## src/rtl/romulus_pdo_serializer.sv

```systemverilog
// Output stage for the Romulus-N x4 core: buffers 32-bit pdo words in a small FIFO
// and serializes each word MSB-first onto a byte-wide host port.
module romulus_pdo_serializer #(
    parameter int DEPTH = 4
) (
    input  logic                     clk,
    input  logic                     rst,
    input  logic                     clr,
    input  logic [31:0]              in_data,
    input  logic                     in_valid,
    output logic                     in_ready,
    output logic [7:0]               out_data,
    output logic                     out_valid,
    input  logic                     out_ready,
    output logic [$clog2(DEPTH):0]   level,
    output logic [31:0]              byte_count
);

    localparam int AW = $clog2(DEPTH);
    localparam logic [AW:0] FULL_LEVEL = (AW+1)'(DEPTH);

    typedef enum logic {
        IDLE = 1'b0,
        BUSY = 1'b1
    } state_t;

    logic [31:0]   mem_r [DEPTH];
    logic [AW-1:0] wr_ptr_r, wr_ptr_s;
    logic [AW-1:0] rd_ptr_r, rd_ptr_s;
    logic [AW:0]   level_r, level_s;
    state_t        state_r, state_s;
    logic [31:0]   shift_r, shift_s;
    logic [1:0]    idx_r, idx_s;
    logic [31:0]   byte_count_r, byte_count_s;
    logic          out_valid_r, out_valid_s;
    logic          in_ready_r, in_ready_s;
    logic          wr_s;
    logic          pop_s;

    // Next-state decode for FIFO pointers, occupancy and the serializer FSM.
    always_comb begin
        wr_s         = in_valid && in_ready_r;
        pop_s        = 1'b0;
        state_s      = state_r;
        shift_s      = shift_r;
        idx_s        = idx_r;
        byte_count_s = byte_count_r;
        wr_ptr_s     = wr_ptr_r;
        rd_ptr_s     = rd_ptr_r;
        level_s      = level_r;

        case (state_r)
            IDLE: begin
                if (level_r != '0) begin
                    pop_s   = 1'b1;
                    shift_s = mem_r[rd_ptr_r];
                    idx_s   = 2'd0;
                    state_s = BUSY;
                end else begin
                    state_s = IDLE;
                end
            end
            BUSY: begin
                if (out_ready) begin
                    byte_count_s = byte_count_r + 32'd1;
                    if (idx_r != 2'd3) begin
                        shift_s = {shift_r[23:0], 8'h00};
                        idx_s   = idx_r + 2'd1;
                    end else if (level_r != '0) begin
                        // Back-to-back reload keeps the byte stream free of bubbles.
                        pop_s   = 1'b1;
                        shift_s = mem_r[rd_ptr_r];
                        idx_s   = 2'd0;
                    end else begin
                        state_s = IDLE;
                    end
                end else begin
                    state_s = BUSY;
                end
            end
            default: begin
                state_s = IDLE;
            end
        endcase

        if (wr_s) begin
            wr_ptr_s = wr_ptr_r + AW'(1);
        end else begin
            wr_ptr_s = wr_ptr_r;
        end
        if (pop_s) begin
            rd_ptr_s = rd_ptr_r + AW'(1);
        end else begin
            rd_ptr_s = rd_ptr_r;
        end

        case ({wr_s, pop_s})
            2'b10:   level_s = level_r + (AW+1)'(1);
            2'b01:   level_s = level_r - (AW+1)'(1);
            default: level_s = level_r;
        endcase

        // Flush dominates every other event in the same cycle.
        if (clr) begin
            pop_s        = 1'b0;
            state_s      = IDLE;
            shift_s      = 32'h0000_0000;
            idx_s        = 2'd0;
            byte_count_s = 32'd0;
            wr_ptr_s     = '0;
            rd_ptr_s     = '0;
            level_s      = '0;
        end else begin
            pop_s        = pop_s;
        end

        in_ready_s  = (level_s != FULL_LEVEL);
        out_valid_s = (state_s == BUSY);
    end

    // State and output registers.
    always_ff @(posedge clk or negedge rst) begin
        if (!rst) begin
            state_r      <= IDLE;
            shift_r      <= 32'h0000_0000;
            idx_r        <= 2'd0;
            byte_count_r <= 32'd0;
            wr_ptr_r     <= '0;
            rd_ptr_r     <= '0;
            level_r      <= '0;
            out_valid_r  <= 1'b0;
            in_ready_r   <= 1'b1;
        end else begin
            state_r      <= state_s;
            shift_r      <= shift_s;
            idx_r        <= idx_s;
            byte_count_r <= byte_count_s;
            wr_ptr_r     <= wr_ptr_s;
            rd_ptr_r     <= rd_ptr_s;
            level_r      <= level_s;
            out_valid_r  <= out_valid_s;
            in_ready_r   <= in_ready_s;
        end
    end

    // FIFO storage; contents are don't-care while the occupancy is zero.
    always_ff @(posedge clk) begin
        if (wr_s && !clr) begin
            mem_r[wr_ptr_r] <= in_data;
        end
    end

    assign in_ready   = in_ready_r;
    assign out_valid  = out_valid_r;
    assign out_data   = shift_r[31:24];
    assign level      = level_r;
    assign byte_count = byte_count_r;

endmodule

```

## config.mk

```make
export PLATFORM = sky130hd
export DESIGN_NAME = romulus_pdo_serializer
export DESIGN_NICKNAME = d
export VERILOG_FILES = /design/src/rtl/romulus_pdo_serializer.sv
export SDC_FILE = /design/constraint.sdc
export NUM_CORES = 1
export LEC_CHECK = 0
export CAP_MARGIN = 20
export CELL_PAD_IN_SITES_DETAIL_PLACEMENT = 1
export CELL_PAD_IN_SITES_GLOBAL_PLACEMENT = 2
export CORE_ASPECT_RATIO = 0.8
export CORE_MARGIN = 8
export CORE_UTILIZATION = 42
export CTS_BUF_LIST = sky130_fd_sc_hd__clkbuf_8
export DETAILED_ROUTE_END_ITERATION = 8
export GPL_TIMING_DRIVEN = 0
export PLACE_DENSITY_LB_ADDON = 0.1
export SYNTH_ARGS = -nofsm -noshare
export SYNTH_HDL_FRONTEND = slang
export SYNTH_SLANG_ARGS = --single-unit
```

## constraint.sdc

```tcl
create_clock -name clk -period 3.1 [get_ports clk]
set_input_delay 0.93 -clock clk [delete_from_list [all_inputs] [get_ports clk]]
set_output_delay 0.93 -clock clk [all_outputs]
set_load 0.005 [all_outputs]
```

# Yosys cells after proc, flatten, opt, wreduce, memory -nomap -nowiden
# Memories as Yosys holds them, arrays and structs flattened.
# Cells that the tools add are included.
# totals
wordCells	59
mem_bits_ro	0
in_bits	37
ramBits	128
regBits	75
latchBits	0
n_memories	1
# classes
mul	0
magnitude_cmp	0
n_reduce_logical	9
muxes	29
bitwise	1
add_sub_neg	6
n_div	0
n_eq_ne	5
shifts	0
# mem_list
name	words	word_bits	rd	rd_ports_with_merged_regs	wr	line_no	text
mem_r	4	32	1	0	1	27	logic [31:0] mem_r [DEPTH];
# ops
operator	n
32-bit 2-to-1 mux	7
32-bit case mux with 2 select lines	1
32-bit by 1-bit adder with 32-bit output (second input constant)	1
2-bit 2-to-1 mux	8
1-bit 2-to-1 mux	8
2-bit nonzero test	4
2-bit by 1-bit adder with 2-bit output (second input constant)	3
3-bit != test (second input constant)	2
3-bit case mux with 2 select lines	1
1-bit case mux with 2 select lines	2
2-bit case mux with 2 select lines	1
3-bit by 1-bit adder with 3-bit output (second input constant)	1
3-bit 2-to-1 mux	1
3-bit nonzero test	1
3-bit by 1-bit subtractor with 3-bit output (second input constant)	1
2-bit by 1-bit equality test with 1-bit output (second input constant)	1
2-bit equality test (second input constant)	1
1-bit logical AND	2
2-bit != test (second input constant)	1
2-bit AND reduction	1
1-bit logical NOT	1
1-bit inverter	1

# Logic depth before layout (Yosys ltp)
# Gate-level depths: netlist of run 1.
# depth
word_depth	9
ltp_mapped	11
ltp_nobuf	10

# Worst setup path after synthesis of run 1
# No wires, ideal clock.
# synth_path
path_kind	input-to-reg
startpoint	input port out_ready
endpoint	register in_ready_r (netlist: in_ready)
cell_stages	11
path_slack_ns	0.168
t_arrival_ns	2.851
setup_time_ns	0.082
required_ns	3.018
path_cell_list	buf_4 -> nand2_1 -> a21o_1 -> clkbuf_1 -> inv_1 -> ha_1 -> fa_1 -> xnor2_1 -> or3_1 -> a21oi_1 -> nand2_1
# synth_via
elab_chain_cells	6
elab_cells_between_ends	7
# synth_lines
element	line_no	text
start: declaration	14	input logic out_ready,
1-bit 2-to-1 mux (*)	64	if (out_ready) begin
1-bit case mux with 2 select lines (*)	52	case (state_r)
2-bit by 1-bit equality test with 1-bit output or 2-bit equality test (tied branches)	97	case ({wr_s, pop_s})
3-bit case mux with 2 select lines (*)	97	
3-bit 2-to-1 mux (*)	104	if (clr) begin
via level_s[2]	30	logic [AW:0] level_r, level_s;
3-bit != test (*)	117	in_ready_s = (level_s != FULL_LEVEL);
via in_ready_s	36	logic in_ready_r, in_ready_s;
end signal: assignment	142	in_ready_r <= in_ready_s;
end: declaration	36	
# Mark *: on every way through the listed nets, which the timed path passes. The rest lies on a longest branch.
# A chain may end at the register's enable or synchronous reset.

# Worst setup path after layout of run 1
# layout_path
startpoint	register level_r[0] (netlist: level[0])
endpoint	register in_ready_r (netlist: in_ready)
# layout_via
elab_chain_cells	9
elab_cells_between_ends	12
# layout_lines
element	line_no	text
start: declaration	30	
start signal: assignment	140	level_r <= level_s;
3-bit nonzero test	54, 69	
1-bit 2-to-1 mux	54, 69	
1-bit 2-to-1 mux	66	if (idx_r != 2'd3) begin
1-bit 2-to-1 mux	64	
1-bit case mux with 2 select lines	52	
2-bit by 1-bit equality test with 1-bit output or 2-bit equality test (tied branches)	97	
3-bit case mux with 2 select lines (*)	97	
3-bit 2-to-1 mux (*)	104	
via level_s[2]	30	
3-bit != test (*)	117	
via in_ready_s	36	
# Marks and branches as above.

==> run metrics, run 1 <==
status=finished clean; pins over their slew limit=0; Setup Crit Path Kind=reg -> reg; fin crit share=90.3%; global route overflow=0; Critical Path Sink Type=flip-flop; insertion delay to the later sink of the worst-skew pair=0.52 ns; Final Net Count=747; die width=175 µm; Core Rows=46; peak supply drop=387 µV; leading cell type in the layout, fill and taps excluded=edfxtp_1; starting density of the core=42.7%; number of distinct library cell variants in the gate-level netlist after synthesis=43; maximum number of pins on one net before global-route repair=59; layout-stage area growth over the synthesis result=21.9%; cells after synthesis=582; dominant synthesized flop cell=edfxtp_1; clock network power share=27.4%; TritonCTS Sinks=203; number of maximum-capacitance constraint violations=0; Hold Buf Count CTS=0; Net Count, Synth=627; number of warnings issued by yosys=0; Placement Setup Slack=-0.234 ns; maximum achievable frequency=357 MHz; gr usage total=17.0%; CTS Buf Count=35; Post-DRT Antenna Nets=0; count of cells along the worst register-to-register path=9; proportion of power drawn by flip-flops and latches=43.3%; Diodes inserted=0; fraction of synthesis flops using an asynchronous set or reset pin=36.9%; count of filler cells inserted in the layout=1992; area occupied by multi-input gates=2520 µm²; share of final-layout standard cells stronger than drive strength 1=15.6%; setup violation total in the final timing report=0; initial antenna violation count=0; data arrival time of the worst path=3.24 ns; clock transition at the registers of the reported paths=0.06 ns; HPWL Detailed=14.7 mm; Relative slew margins=39.7%; start point of the critical path=level[0]$_DFF_PN0_; Die Outline Area=25000 µm²; final routed wire length divided by cell count=21.2 µm; TritonRoute pass-1 iters=4; number of global-route vias before repair=5801; transition time at the pin with the least slew margin=0.905 ns; fraction of the yosys area taken by sequential cells=67.6%; CP startpoint kind=flip-flop; Clock Root Buffer=clkbuf_8; TritonCTS clock tree=built; number of synthesized flops with an enable pin=128; Remaining DRCs=0; Power Density=773 nW/µm²; FF-to-FF setup slack=0.30 ns; static leakage=3.72 nW; top library cells by usage in the layout, fill and taps aside=edfxtp_1, clkdlybuf4s50_1, dfrtp_1; Switching Fraction=31.5%; maximum fanout encountered on the critical timing path=11; synthesized area per cell=14.5 µm²; Iteration-0 DRC Markers=352; Hold Vio Cnt, Final=0; Setup TNS Final=0 ns; Syn Std Cell Area=8460 µm²; wire length of the first global-routing pass=32.9 mm; final setup skew=0.0217 ns; sequential cell area=5720 µm²; Net Sw Power=0.00251 W; Post-CTS Repair Setup Buffers=0; portion of total power attributed to combinational logic=29.4%; Floorplan Core Area=19800 µm²; total detailed-routing wirelength=21.0 mm; internal power of the cells=0.00546 W; time the final worst path needs with I/O delays and setup=2.80 ns; post-route setup slack=0.301 ns; overall die height=143 µm; H-Tree Depth=2; Hold Path Class=in -> async; unrepaired setup endpoints after global routing=false; buffers added on ports=79; crit path to=in_ready$_DFF_PN1_; placer congestion estimate=0.789; vias=5370; Data required, critical path=3.54 ns; reg-to-reg startpoint=level[0]$_DFF_PN0_; worst-case clock buffer depth=3; number of ports placed on the die boundary=82; R2R Path End=in_ready$_DFF_PN1_; post-synthesis register bit count=203; ratio of routed vias to standard cells=5.42
power by group through the flow:
| stage | sequential [W] | combinational, W | clock (W) |
|---|---|---|---|
| 2_1_floorplan | 0.00343 | 0.00160 | 0 |
| 3_5_place_dp | 0.00350 | 0.00237 | 0 |
| 4_1_cts | 0.00345 | 0.00239 | 0.00227 |
| 5_1_grt | 0.00349 | 0.00260 | 0.00237 |
| 3_3_place_gp | 0.00349 | 0.00230 | 0 |
| 6_report | 0.00345 | 0.00234 | 0.00219 |
timing repair:
item | 4_1_cts | 5_1_grt
endpoints found under the hold margin | 0 | 0
resized for setup | 1 | 0
endpoints found under the setup margin | 2 | 2
worst min path at each step:
stage / end / cells past startpoint
after global placement: shift_r[0]$_DFFE_PN0P_ / 2
after floorplan: shift_r[10]$_DFFE_PN0P_ / 1
after detailed placement: shift_r[0]$_DFFE_PN0P_ / 2
final: level[1]$_DFF_PN0_ / 1
after CTS: level[1]$_DFF_PN0_ / 1
after global routing: level[1]$_DFF_PN0_ / 1
worst max-delay path, cell delays in order (launching register included):
cell	delay (ns)
dfrtp_1	0.44
nor3_2	0.40
a21o_1	0.42
inv_1	0.09
ha_1	0.25
fa_1	0.38
xnor2_1	0.15
or3_1	0.31
a21oi_1	0.20
nand2_1	0.07
area by class of cell:
class,count,share of cell area (%)
buffer,38,1.84
clock buffer,35,4.67
clock inverter,26,1.35
inverter,10,0.364
multi-input combinational,330,24.4
sequential,203,55.5
tap,264,3.20
timing repair buffer,84,8.68
routing by layer:
layer	global-route usage, %	part of all wire (%)
met5	0	0
met4	4.99	1.3
met1	24.1	48
met3	3.69	5.3
met2	26.2	45
synth_stat cells, types with 6 or more instances:
library cell | instances | area (µm²)
a21oi_1 | 37 | 185
a22o_1 | 6 | 52.6
and2_1 | 6 | 37.5
buf_2 | 8 | 40.0
buf_4 | 10 | 75.1
clkbuf_1 | 21 | 78.8
dfrtp_1 | 74 | 1850
edfxtp_1 | 128 | 3840
ha_1 | 7 | 87.6
inv_1 | 10 | 37.5
mux2i_1 | 7 | 70.1
mux4_2 | 32 | 721
nand2_1 | 36 | 135
nand3_1 | 12 | 60.1
nand4_1 | 8 | 50.1
nor2_1 | 46 | 173
nor2b_1 | 6 | 37.5
nor3_1 | 22 | 110
nor4_1 | 6 | 37.5
o21ai_0 | 7 | 35.0
o22ai_1 | 18 | 113
o31ai_1 | 11 | 82.6
or3_1 | 9 | 56.3
or4_1 | 14 | 105
xnor2_1 | 10 | 87.6
sequential cells by signal, summed over array words and instances, names as in the netlist:
register	flops
byte_count	32
in_ready	1
level	3
shift_r	32
out_valid	1
rd_ptr_r	2
wr_ptr_r	2
mem_r	128
idx_r	2
stage by stage:
stage / instances / total power (W) / cell area [µm²] / hold WS [ns] / utilization (%)
final: 990 / 0.00798 / 10300 / 0.301 / 52.1
after global routing: 990 / 0.00846 / 10300 / 0.302 / 52.1
after global placement: 925 / 0.00579 / 9580 / 0.523 / 48.4
after floorplan: 582 / 0.00503 / 8460 / 0.497 / -
after CTS: 991 / 0.00811 / 10300 / 0.288 / 52.1
after detailed placement: 930 / 0.00587 / 9690 / 0.523 / 49.0
kinds of logic after synthesis:
kind of cell | Yosys count | share of synthesized area [%]
simple gates | 177 | 10.6
flops | 203 | 67.6
fa+ha+maj | 8 | 1.27
compound gates | 88 | 6.40
mux | 44 | 10.0
xor+xnor | 13 | 1.35
buf+inv | 49 | 2.74
No activity file was read; power rests on OpenSTA's default activity.
==> run 2, diff against run 1 <==
--- a/config.mk
+++ b/config.mk
@@ -9,12 +9,14 @@
 export CELL_PAD_IN_SITES_DETAIL_PLACEMENT = 1
 export CELL_PAD_IN_SITES_GLOBAL_PLACEMENT = 2
 export CORE_ASPECT_RATIO = 0.8
-export CORE_MARGIN = 8
-export CORE_UTILIZATION = 42
+export CORE_MARGIN = 2
+export CORE_UTILIZATION = 47
 export CTS_BUF_LIST = sky130_fd_sc_hd__clkbuf_8
 export DETAILED_ROUTE_END_ITERATION = 8
+export DONT_BUFFER_PORTS = 1
 export GPL_TIMING_DRIVEN = 0
 export PLACE_DENSITY_LB_ADDON = 0.1
+export SLEW_MARGIN = 20
 export SYNTH_ARGS = -nofsm -noshare
 export SYNTH_HDL_FRONTEND = slang
 export SYNTH_SLANG_ARGS = --single-unit
==> run 2 against run 1 <==
Net effect:
- fmax decreased by 0.78%
- sequential share of layout area increased by 4.9 points
- core utilization increased by 2.1 points
- critical path type unchanged
- largest cell class unchanged
==> run metrics, run 2 (synthesized netlist as in run 1, its figures left out) <==
initial antenna violation count=0; post-route setup slack=0.279 ns; top library cells by usage in the layout, fill and taps aside=edfxtp_1, dfrtp_1, nor2_1; share of final-layout standard cells stronger than drive strength 1=17.3%; ordered list of cells on the worst path=nor3_2, a21o_1, inv_1, ha_1, fa_1, xnor2_1, or3_1, a21oi_1, nand2_1; Placement Setup Slack=-0.256 ns; Final Net Count=667; maximum fanout encountered on the critical timing path=11; final routed wire length divided by cell count=22.5 µm; proportion of power drawn by flip-flops and latches=44.4%; worst-case clock buffer depth=3; internal power of the cells=0.00535 W; transition time at the pin with the least slew margin=0.849 ns; total number of cells along the worst setup path=9; placed cell area=8830 µm²; count of cells along the worst register-to-register path=9; Data required, critical path=3.52 ns; FF-to-FF setup slack=0.28 ns; status=finished clean; vias=5097; CTS Buf Count=35; Finished Cell Area=9470 µm²; Core Rows=43; cell type of the slowest stage on the worst timing path=dfrtp_1; peak supply drop=401 µV; Critical Path Sink Type=flip-flop; R2R Path End=in_ready$_DFF_PN1_; placer congestion estimate=0.768; unrepaired setup endpoints after global routing=false; fin crit share=91.0%; insertion delay to the later sink of the worst-skew pair=0.52 ns; ratio of routed vias to standard cells=5.85; maximum number of pins on one net before global-route repair=76; Hold Path Class=in -> async; static leakage=3.44 nW; Relative slew margins=43.4%; gr usage total=21.4%; Post-CTS Repair Setup Buffers=0; number of maximum-capacitance constraint violations=0; Post-DRT Antenna Nets=0; die width=154 µm; global route overflow=0; reg-to-reg startpoint=level[0]$_DFF_PN0_; Hold Buf Count CTS=0; Setup Crit Path Kind=reg -> reg; Floorplan Core Area=17500 µm²; Clock Root Buffer=clkbuf_8; Switching Fraction=31.5%; Remaining DRCs=0; leading cell type in the layout, fill and taps excluded=edfxtp_1; wire length of the first global-routing pass=31.0 mm; Diodes inserted=0; register bank with the most flops=mem_r; TritonCTS Sinks=203; layout-stage area growth over the synthesis result=11.9%; dominant delay contributor by cell family on the critical path=simple AND/OR/NAND/NOR gates; crit path to=in_ready$_DFF_PN1_; number of global-route vias before repair=5486; starting density of the core=48.4%; number of ports placed on the die boundary=82; time the final worst path needs with I/O delays and setup=2.82 ns; CP startpoint kind=flip-flop; Net Sw Power=0.00246 W; data arrival time of the worst path=3.24 ns; overall die height=124 µm; portion of total power attributed to combinational logic=26.9%; H-Tree Depth=2; CP Buf/Inv Count=1; final setup skew=0.0221 ns; TritonRoute pass-1 iters=4; pins over their slew limit=0; Die Outline Area=19100 µm²; Total Power=0.00781 W; number of flip-flops under the largest register name=128; largest stage delay on the critical path=0.45 ns; buffers added on ports=0; start point of the critical path=level[0]$_DFF_PN0_; clock network power share=28.7%; HPWL Detailed=13.3 mm; maximum achievable frequency=354 MHz; Power Density=825 nW/µm²; total detailed-routing wirelength=19.6 mm; Iteration-0 DRC Markers=260; setup violation total in the final timing report=0; worst hold slack=0.114 ns; TritonCTS clock tree=built; Hold Vio Cnt, Final=0; clock transition at the registers of the reported paths=0.06 ns
==> run 2: cell count changes in the layout (fill, tap and decap cells not counted) <==
cell | previous run | this run
clkdlybuf4s50_1 | 78 | 0
buf_16 | 1 | 0
inv_8 | 0 | 1
clkinv_4 | 0 | 1
buf_4 | 11 | 10
inv_1 | 22 | 25
clkinv_1 | 7 | 3
clkinv_2 | 4 | 3
inv_6 | 2 | 0
clkbuf_8 | 35 | 37
==> run 2: final cells by class <==
class | instances | area, µm²
Fill cell | 1684 | 8010
Sequential cell | 203 | 5720
Multi-Input combinational cell | 330 | 2520
Clock buffer | 37 | 509
Tap cell | 225 | 282
Buffer | 38 | 190
Clock inverter | 24 | 133
Timing Repair Buffer | 4 | 80.1
Inverter | 10 | 37.5
==> run 2: what timing repair did <==
action / CTS / global route
endpoints found under the hold margin: 0 / 0
resized for setup: 1 / 0
endpoints found under the setup margin: 2 / 2
==> run 2: power by group through the flow <==
stage	registers, W	clock network, W	logic (W)
final	0.00347	0.00224	0.00210
after detailed placement	0.00352	0	0.00212
after CTS	0.00347	0.00231	0.00214
after floorplan	0.00343	0	0.00160
after global placement	0.00351	0	0.00206
after global routing	0.00351	0.00243	0.00235
==> run 2: how the worst min path moves through the flow <==
stage                                        from  cells past startpoint  slack (ns)                          to
after floorplan           shift_r[10]$_DFFE_PN0P_                      1        0.50     shift_r[10]$_DFFE_PN0P_
after global routing                          rst                      0        0.07     shift_r[13]$_DFFE_PN0P_
after CTS                                     rst                      0        0.08  byte_count[16]$_DFFE_PN0P_
after global placement     shift_r[6]$_DFFE_PN0P_                      2        0.52      shift_r[6]$_DFFE_PN0P_
final                                         rst                      0        0.11     shift_r[14]$_DFFE_PN0P_
after detailed placement   shift_r[5]$_DFFE_PN0P_                      2        0.52      shift_r[5]$_DFFE_PN0P_
==> run 2: worst register-to-register path, delay by kind of cell, from the launching register on <==
kind | cells | cell delay, ns
flip-flops | 1 | 0.45
AO/OA/AOI/OAI | 2 | 0.64
AND/OR/NAND/NOR | 3 | 0.80
buffers and inverters | 1 | 0.09
XOR/XNOR | 1 | 0.15
adder cells (fa/ha/maj) | 2 | 0.62
==> run 2: per-layer routing <==
metal | track usage, % | part of all wire, % | vias to the layer above
met5 | 0 | 0 | -
met4 | 6.60 | 1.8 | 0
met3 | 5.39 | 6.5 | 32
met2 | 33.5 | 46 | 140
met1 | 30.1 | 46 | 2610
li1 | - | - | 2315
==> run 2: per-stage QoR <==
| step | TNS, ns | utilization (%) | cells |
|---|---|---|---|
| after detailed placement | -0.454 | 50.5 | 811 |
| final | 0 | 54.2 | 871 |
| after CTS | 0 | 54.2 | 872 |
| after floorplan | 0 | - | 582 |
| after global placement | -49.63 | 50.0 | 807 |
| after global routing | 0 | 54.2 | 871 |
